<file path="config.mk">
export PLATFORM = sky130hd
export DESIGN_NAME = muldiv_ctrl
export DESIGN_NICKNAME = d
export VERILOG_FILES = /design/src/rtl/muldiv_ctrl.sv
export SDC_FILE = /design/constraint.sdc
export NUM_CORES = 1
export LEC_CHECK = 0
export ABC_AREA = 1
export CORE_ASPECT_RATIO = 0.8
export CORE_MARGIN = 3
export CORE_UTILIZATION = 47
export DETAILED_ROUTE_END_ITERATION = 8
export PLACE_DENSITY = 0.69
export SLEW_MARGIN = 15
export SYNTH_ARGS = -nofsm -noshare
export SYNTH_HDL_FRONTEND = slang
export SYNTH_SLANG_ARGS = --single-unit
</file>
<file path="constraint.sdc">
create_clock -name clk -period 2.9 [get_ports clk]
set_clock_uncertainty 0.15 [all_clocks]
set_input_delay 0.29 -clock clk [delete_from_list [all_inputs] [get_ports clk]]
set_output_delay 0.29 -clock clk [all_outputs]
set_load 0.1 [all_outputs]
</file>
<file path="src/rtl/muldiv_ctrl.sv">
// muldiv_ctrl: iterative MULT/MULTU/DIV/DIVU sequencer owning the HI/LO pair.
// Shift-add multiply and restoring divide on magnitudes, one bit per RUN cycle,
// followed by a FIX cycle for sign correction and the HI/LO write.
// Optional feature macro: MULDIV_EARLY_OUT_EN (multiply leaves RUN once the
// remaining multiplier magnitude bits are all zero).
module muldiv_ctrl #(
  parameter int unsigned WIDTH = 32
) (
  input  logic             clk,
  input  logic             rst,
  input  logic             start,
  input  logic [1:0]       op,
  input  logic [WIDTH-1:0] opa,
  input  logic [WIDTH-1:0] opb,
  input  logic             mf_req,
  input  logic             mf_sel,
  input  logic             mt_we,
  input  logic             mt_sel,
  input  logic [WIDTH-1:0] mt_data,
  input  logic             flush,
  output logic             busy,
  output logic             stall,
  output logic             done,
  output logic [WIDTH-1:0] hi,
  output logic [WIDTH-1:0] lo,
  output logic [WIDTH-1:0] mf_data
);

  localparam int unsigned CW = (WIDTH > 1) ? $clog2(WIDTH) : 1;

  typedef enum logic [1:0] {
    S_IDLE = 2'd0,
    S_RUN  = 2'd1,
    S_FIX  = 2'd2
  } state_t;

  state_t               state_q;
  logic                 is_div_q;
  logic                 neg_lo_q;   // negate product / quotient in FIX
  logic                 neg_hi_q;   // negate remainder in FIX
  logic                 done_q;
  logic [CW-1:0]        cnt_q;
  logic [2*WIDTH-1:0]   acc_q;      // product accumulator; low half is remainder for divide
  logic [2*WIDTH-1:0]   mc_q;       // multiplicand shifted left each step; low half is divisor
  logic [WIDTH-1:0]     mp_q;       // multiplier shifted right; dividend shifting into quotient
  logic [WIDTH-1:0]     hi_q;
  logic [WIDTH-1:0]     lo_q;

  logic                 signed_op;
  logic                 a_neg;
  logic                 b_neg;
  logic [WIDTH-1:0]     a_mag;
  logic [WIDTH-1:0]     b_mag;
  logic [2*WIDTH-1:0]   mul_acc_d;
  logic [WIDTH:0]       div_shift;
  logic [WIDTH:0]       div_trial;
  logic                 div_ge;
  logic [WIDTH-1:0]     div_rem_d;
  logic [WIDTH-1:0]     div_quo_d;
  logic [2*WIDTH-1:0]   prod_fix;
  logic [WIDTH-1:0]     quo_fix;
  logic [WIDTH-1:0]     rem_fix;
  logic                 last_iter;

  // Operand magnitudes, one datapath step, sign correction and loop exit
  always_comb begin
    signed_op = ~op[0];
    a_neg     = signed_op & opa[WIDTH-1];
    b_neg     = signed_op & opb[WIDTH-1];
    a_mag     = a_neg ? -opa : opa;
    b_mag     = b_neg ? -opb : opb;

    mul_acc_d = acc_q + (mp_q[0] ? mc_q : '0);

    div_shift = {acc_q[WIDTH-1:0], mp_q[WIDTH-1]};
    div_trial = div_shift - {1'b0, mc_q[WIDTH-1:0]};
    div_ge    = ~div_trial[WIDTH];
    div_rem_d = div_ge ? div_trial[WIDTH-1:0] : div_shift[WIDTH-1:0];
    div_quo_d = {mp_q[WIDTH-2:0], div_ge};

    prod_fix  = neg_lo_q ? -acc_q : acc_q;
    quo_fix   = neg_lo_q ? -mp_q : mp_q;
    rem_fix   = neg_hi_q ? -acc_q[WIDTH-1:0] : acc_q[WIDTH-1:0];

    last_iter = (cnt_q == CW'(WIDTH - 1));
`ifdef MULDIV_EARLY_OUT_EN
    if (!is_div_q && (mp_q[WIDTH-1:1] == '0)) begin
      last_iter = 1'b1;
    end
`endif
  end

  // Sequencer FSM with datapath registers and architectural HI/LO
  always_ff @(posedge clk) begin
    if (rst) begin
      state_q  <= S_IDLE;
      is_div_q <= 1'b0;
      neg_lo_q <= 1'b0;
      neg_hi_q <= 1'b0;
      done_q   <= 1'b0;
      cnt_q    <= '0;
      acc_q    <= '0;
      mc_q     <= '0;
      mp_q     <= '0;
      hi_q     <= '0;
      lo_q     <= '0;
    end else begin
      done_q <= 1'b0;
      case (state_q)
        S_IDLE: begin
          if (start && !flush) begin
            state_q  <= S_RUN;
            is_div_q <= op[1];
            cnt_q    <= '0;
            acc_q    <= '0;
            // A zero divisor must leave the all-ones quotient unnegated;
            // a zero multiplier gives a zero product, so the gate is harmless there.
            neg_lo_q <= (a_neg ^ b_neg) & (opb != '0);
            neg_hi_q <= a_neg;
            if (op[1]) begin
              mc_q <= {{WIDTH{1'b0}}, b_mag};
              mp_q <= a_mag;
            end else begin
              mc_q <= {{WIDTH{1'b0}}, a_mag};
              mp_q <= b_mag;
            end
          end else if (mt_we && !start) begin
            if (mt_sel) begin
              hi_q <= mt_data;
            end else begin
              lo_q <= mt_data;
            end
          end
        end
        S_RUN: begin
          if (flush) begin
            state_q <= S_IDLE;
          end else begin
            cnt_q <= cnt_q + 1'b1;
            if (is_div_q) begin
              acc_q <= {{WIDTH{1'b0}}, div_rem_d};
              mp_q  <= div_quo_d;
            end else begin
              acc_q <= mul_acc_d;
              mc_q  <= mc_q << 1;
              mp_q  <= mp_q >> 1;
            end
            if (last_iter) begin
              state_q <= S_FIX;
            end
          end
        end
        S_FIX: begin
          state_q <= S_IDLE;
          if (!flush) begin
            done_q <= 1'b1;
            if (is_div_q) begin
              hi_q <= rem_fix;
              lo_q <= quo_fix;
            end else begin
              hi_q <= prod_fix[2*WIDTH-1:WIDTH];
              lo_q <= prod_fix[WIDTH-1:0];
            end
          end
        end
        default: state_q <= S_IDLE;
      endcase
    end
  end

  assign busy    = (state_q != S_IDLE);
  assign stall   = busy & (start | mf_req | mt_we);
  assign done    = done_q;
  assign hi      = hi_q;
  assign lo      = lo_q;
  assign mf_data = mf_sel ? hi_q : lo_q;

endmodule

</file>
After elaboration in Yosys (flattened, before gate mapping). Index checks and enable logic that the tools add are counted.

Input bits: 106. Output and inout bits: 99. Logic and storage cells: 99. Flip-flop bits (word level): 235.

Bitwise gates (word level): 10. Reductions and logical operators: 16. Muxes and demuxes: 42. Equality and inequality tests: 12. $add $sub $neg: 8.

Operators with widths (count): $mux 32 (21); $mux 64 (8); $pmux 64 s2 (2); $pmux 32 s2 (3); $neg 32->32 (4); $add 64x64->64 (1); $neg 64->64 (1); $sub 33x32->33 (1); $reduce_bool 32->1 (1); $ne 2x2->1 const B (8); $mux 5 (2); $pmux 5 s2 (1); $reduce_and 5->1 (2); $mux 2 (3); $reduce_bool 2->1 (3); $add 5x1->5 const B (1); $eq 5x5->1 const B (1); $and 1x1->1 (4); $pmux 2 s2 (1); $reduce_and 2->1 (2); $reduce_and 4->1 (1); $ne 3x3->1 const B (1); $not 1->1 (3); $reduce_and 3->1 (1); 9 further kinds (12).

Depth between registers and ports, before layout.
Word-level depth: 6. Depth in mapped cells: 21. Gate-level depth less buffers: 19.

Least setup slack after synthesis. Ideal clock, no wire load.

Path type: register -> output. From: reg lo_q[2] (netlist: lo[2]). To: out mf_data[2]. Cell stages (with the launch flop): 3. Path slack: -739 ps. Data required time: 2460 ps. Arrival: 3199 ps. Path through: dfxtp_1 > inv_1 > o21ai_0.

Word-level cells in the longest chain between the ends: 1.

RTL lines: start: declaration (RTL line 47) `logic [WIDTH-1:0] lo_q;`; start signal: assignment (RTL line 131) `lo_q <= mt_data;`; start signal: assignment (RTL line 159) `lo_q <= quo_fix;`; start signal: assignment (RTL line 162) `lo_q <= prod_fix[WIDTH-1:0];`; $mux 32 (RTL line 176) `assign mf_data = mf_sel ? hi_q : lo_q;`; end: declaration (RTL line 26) `output logic [WIDTH-1:0] mf_data`.

Every way passes these cells.

Worst setup path in the final report.
From: reg acc_q[27]. To: reg acc_q[16].

Word-level cells in the longest chain between the ends: 5.

RTL lines: start: declaration (RTL line 43) `logic [2*WIDTH-1:0] acc_q;`; start signal: assignment (RTL line 141) `acc_q <= {{WIDTH{1'b0}}, div_rem_d};`; start signal: assignment (RTL line 144) `acc_q <= mul_acc_d;`; $sub 33x32->33 (RTL line 76) `div_trial = div_shift - {1'b0, mc_q[WIDTH-1:0]};`; $mux 32 (RTL line 78) `div_rem_d = div_ge ? div_trial[WIDTH-1:0] : div_shift[WIDTH-1:0];`; $mux 64 (RTL line 140) `if (is_div_q) begin`; $mux 64 (RTL line 136) `if (flush) begin`; $pmux 64 s2 (RTL line 109) `case (state_q)`.

Every way passes these cells. The select of a mux whose other input is x is not followed. A chain may end at the register's enable or synchronous reset.

==> flow_summary.ini <==
[run_status]
outcome = complete, no violations

[power_and_ir_drop]
clkPwrFrac_pct = 33.8
p_sw_mw = 4.74
swShare_pct = 40.2
p_comb_share_pct = 35.6
peakVddDrop_mv = 0.433
power_frac_seq_pct = 30.6
intPower_mw = 7.05
p_leak_nw = 16.2
power_density_mw_per_mm2 = 361

[detailed_routing]
wl_mm = 121
dr_total_vias = 33000
avgRoutedWirePerCell_um = 21.0
drtIter0Drc = 4901
drt-vias-per-instance = 5.74
ant_nets = 0
drcViolationCount = 0
dr.pass1.iters = 6

[layout]
area_growth_pct = 26.6
diodes = 0
nets = 5234
drive_gt1_share_pct = 15.3
stdcell_count = 5749
finish.utilization_pct = 60.4
design_area_sq_mm = 0.0326

[setup_path]
crit_path_start_kind = flip-flop
worstSetupPathType = reg2reg
cp_common_cell = nand2_1
cp_data_arrival_time_ns = 3.15
worstPathCellList = ha_1, nand2_1, nor2_1, nand2_1, inv_1, a21oi_1, buf_4, nand2_2, nand2_2, nand2_4, buf_4, nand2_1, nand3_1, nand2_1, a21oi_2
max_stage_delay_ns = 0.59
cp-end-kind = flip-flop
worstPathRequired_ns = 3.22
crit_family = simple AND/OR/NAND/NOR gates
crit_slowest_cell = dfxtp_1
critPathMaxFanout = 7
critPathBufInv = 3

[timing]
rsz0062_at_grt = yes
max_freq_ghz = 0.353
setup_viol = 0
fin_ws_ns = 0.0663
period_needed_ns = 2.83
finalCritPeriodShare_pct = 97.7
worst_slew_margin_rel_pct = 32.4
drv_slew = 0
hold_viol_final = 0
hold_slack_ns = 0.119
tightest_slew_ns = 1.00

[job]
cap_viol_max_count = 0

[clock_tree]
cts-root-buf = clkbuf_16
cts.sinks = 235
cts_tree = built
clk_path_buf_depth = 3
clkTransAtPathRegs_ns = 0.07
htree_levels = 1
clock_latency_ns = 0.62
cts_buffers = 28

[logic_synthesis]
async_reset_ff_share_pct = 0
synth.avg_cell_area_sq_um = 5.51
synth_top_flop_cell = dfxtp_1
yosysTopAreaCell = nand2_1
synth_cells = 4677
syn_area_sq_mm = 0.0258
synth-seq-cells = 235
synthDistinctLibCells = 55
synth_warnings = 0
synth_edf_count = 0
synth_top_area_share_pct = 20.2
synth_nets = 4886
synthTopCellsByArea = nand2_1, dfxtp_1, inv_1, a21oi_1, nand3_1
ys_seq_area_share_pct = 18.3

[placed_design]
pre_cts_ws_ns = -0.118
dpl.hpwl_mm = 96.8
dpl_cell_area_sq_mm = 0.0302
place_congestion = 1.07
port_buffers = 204
place_inst = 5661

[global_route]
grt_first_pass_wirelength_mm = 176
grt_pass1_vias = 28800
grt_start_max_net_pins = 104
overflow = 0
antenna_found_initial = 2
gr-usage-all-layers_pct = 39.7

[die]
die_w_um = 268
rows = 76
initial_core_util_pct = 47.7
die-area_sq_mm = 0.0577
top_level_ports = 205
die_y_um = 215
core_sq_mm = 0.0540

[hold_path]
hp-class = in2reg
## cells in the final DEF (no fill, tap or decap), drive strengths merged, types with 19 or more instances in the layout
cell / netlist / routed
nand2: 1408 / 1408
inv: 719 / 722
nor2: 479 / 479
a21oi: 465 / 465
nand3: 380 / 380
buf: 75 / 368
o21ai: 317 / 317
dfxtp: 235 / 235
clkdlybuf4s50: 0 / 104
ha: 101 / 101
xor2: 80 / 80
nor3: 68 / 68
nand4: 46 / 46
clkbuf: 101 / 43
o211ai: 37 / 37
a221oi: 33 / 33
mux2: 26 / 26
xnor2: 22 / 22
o21bai: 19 / 19
## worst min-delay path, stage by stage
cell and delay (ns):
buf_4 0.27, nor2_1 0.14, o21ai_0 0.08, a21oi_1 0.04
## final cells by class
| class | count | area (sq um) |
|---|---|---|
| Sequential cell | 235 | 4730 |
| Clock inverter | 14 | 235 |
| Multi-Input combinational cell | 3543 | 18500 |
| Timing Repair Buffer | 494 | 4770 |
| Tap cell | 702 | 878 |
| Fill cell | 5431 | 21400 |
| Inverter | 723 | 2720 |
| Clock buffer | 38 | 768 |
## metal layers
layer / wire, um / GRT usage (%)
met4: 3830 / 10.1
met3: 19200 / 14.5
met5: 22 / 0
met1: 52900 / 59.8
met2: 44600 / 52.2
## Yosys cell counts (22+ instances only)
cell / number
clkbuf_1: 100
a221oi_1: 32
o21ai_0: 294
nor2_1: 460
inv_1: 703
a21oi_2: 26
a21oi_1: 439
xor2_1: 80
mux2_2: 26
nand3_1: 378
nand4_1: 46
xnor2_1: 22
dfxtp_1: 235
nor3_1: 64
ha_1: 101
nand2_1: 1384
buf_2: 44
o211ai_1: 37
## logic make-up after synthesis
kind of cell             count (synthesis)  share of synthesized area [%]
AO/OA/AOI/OAI                          903                           19.3
XOR/XNOR                               102                           3.47
AND/OR/NAND/NOR                       2409                           39.0
buffers and inverters                  899                           13.8
multiplexers                            26                           1.14
adder cells (fa/ha/maj)                103                           5.06
flip-flops                             235                           18.3
## state kept, by name, summed over array words and instances (netlist names)
register	cells
mp_q	32
state_q	2
neg_lo_q	1
hi	32
lo	32
neg_hi_q	1
is_div_q	1
acc_q	64
cnt_q	5
done	1
mc_q	64
## what timing repair did
action,in CTS,in global routing
hold buffers,17,0
pin swaps,0,26
endpoints found under the setup margin,10,72
buffers inserted,0,13
gates cloned,0,6
endpoints found under the hold margin,17,0
gates resized for setup,2,271
## stage by stage
| stage | power (mW) | setup TNS, ns |
|---|---|---|
| 5_1_grt | 12.2 | -0.686 |
| 6_report | 11.8 | 0 |
| 3_5_place_dp | 7.57 | -0.259 |
| 3_3_place_gp | 7.56 | -1.11 |
| 4_1_cts | 11.5 | -0.0108 |
| 2_1_floorplan | 6.08 | 0 |
## power by group through the flow
stage / clock, mW / sequential [mW] / combinational [mW]
floorplan: 0 / 3.93 / 2.15
global placement: 0 / 3.66 / 3.91
detailed placement: 0 / 3.65 / 3.91
CTS: 3.99 / 3.58 / 3.95
global route: 4.11 / 3.61 / 4.46
finish: 3.99 / 3.61 / 4.19
## final timing paths
path	startpoint	end	slack [ns]	cells after the start
worst max-delay path	acc_q[27]$_SDFFE_PP0P_	acc_q[16]$_SDFFE_PP0P_	0.07	15
worst min-delay path	rst	cnt_q[3]$_SDFFE_PP0P_	0.12	4
worst max register to register	acc_q[27]$_SDFFE_PP0P_	acc_q[16]$_SDFFE_PP0P_	0.07	15
worst min register to register	mc_q[63]$_SDFFE_PP0P_	mc_q[63]$_SDFFE_PP0P_	0.33	2
No activity file was read; power rests on OpenSTA's default activity.
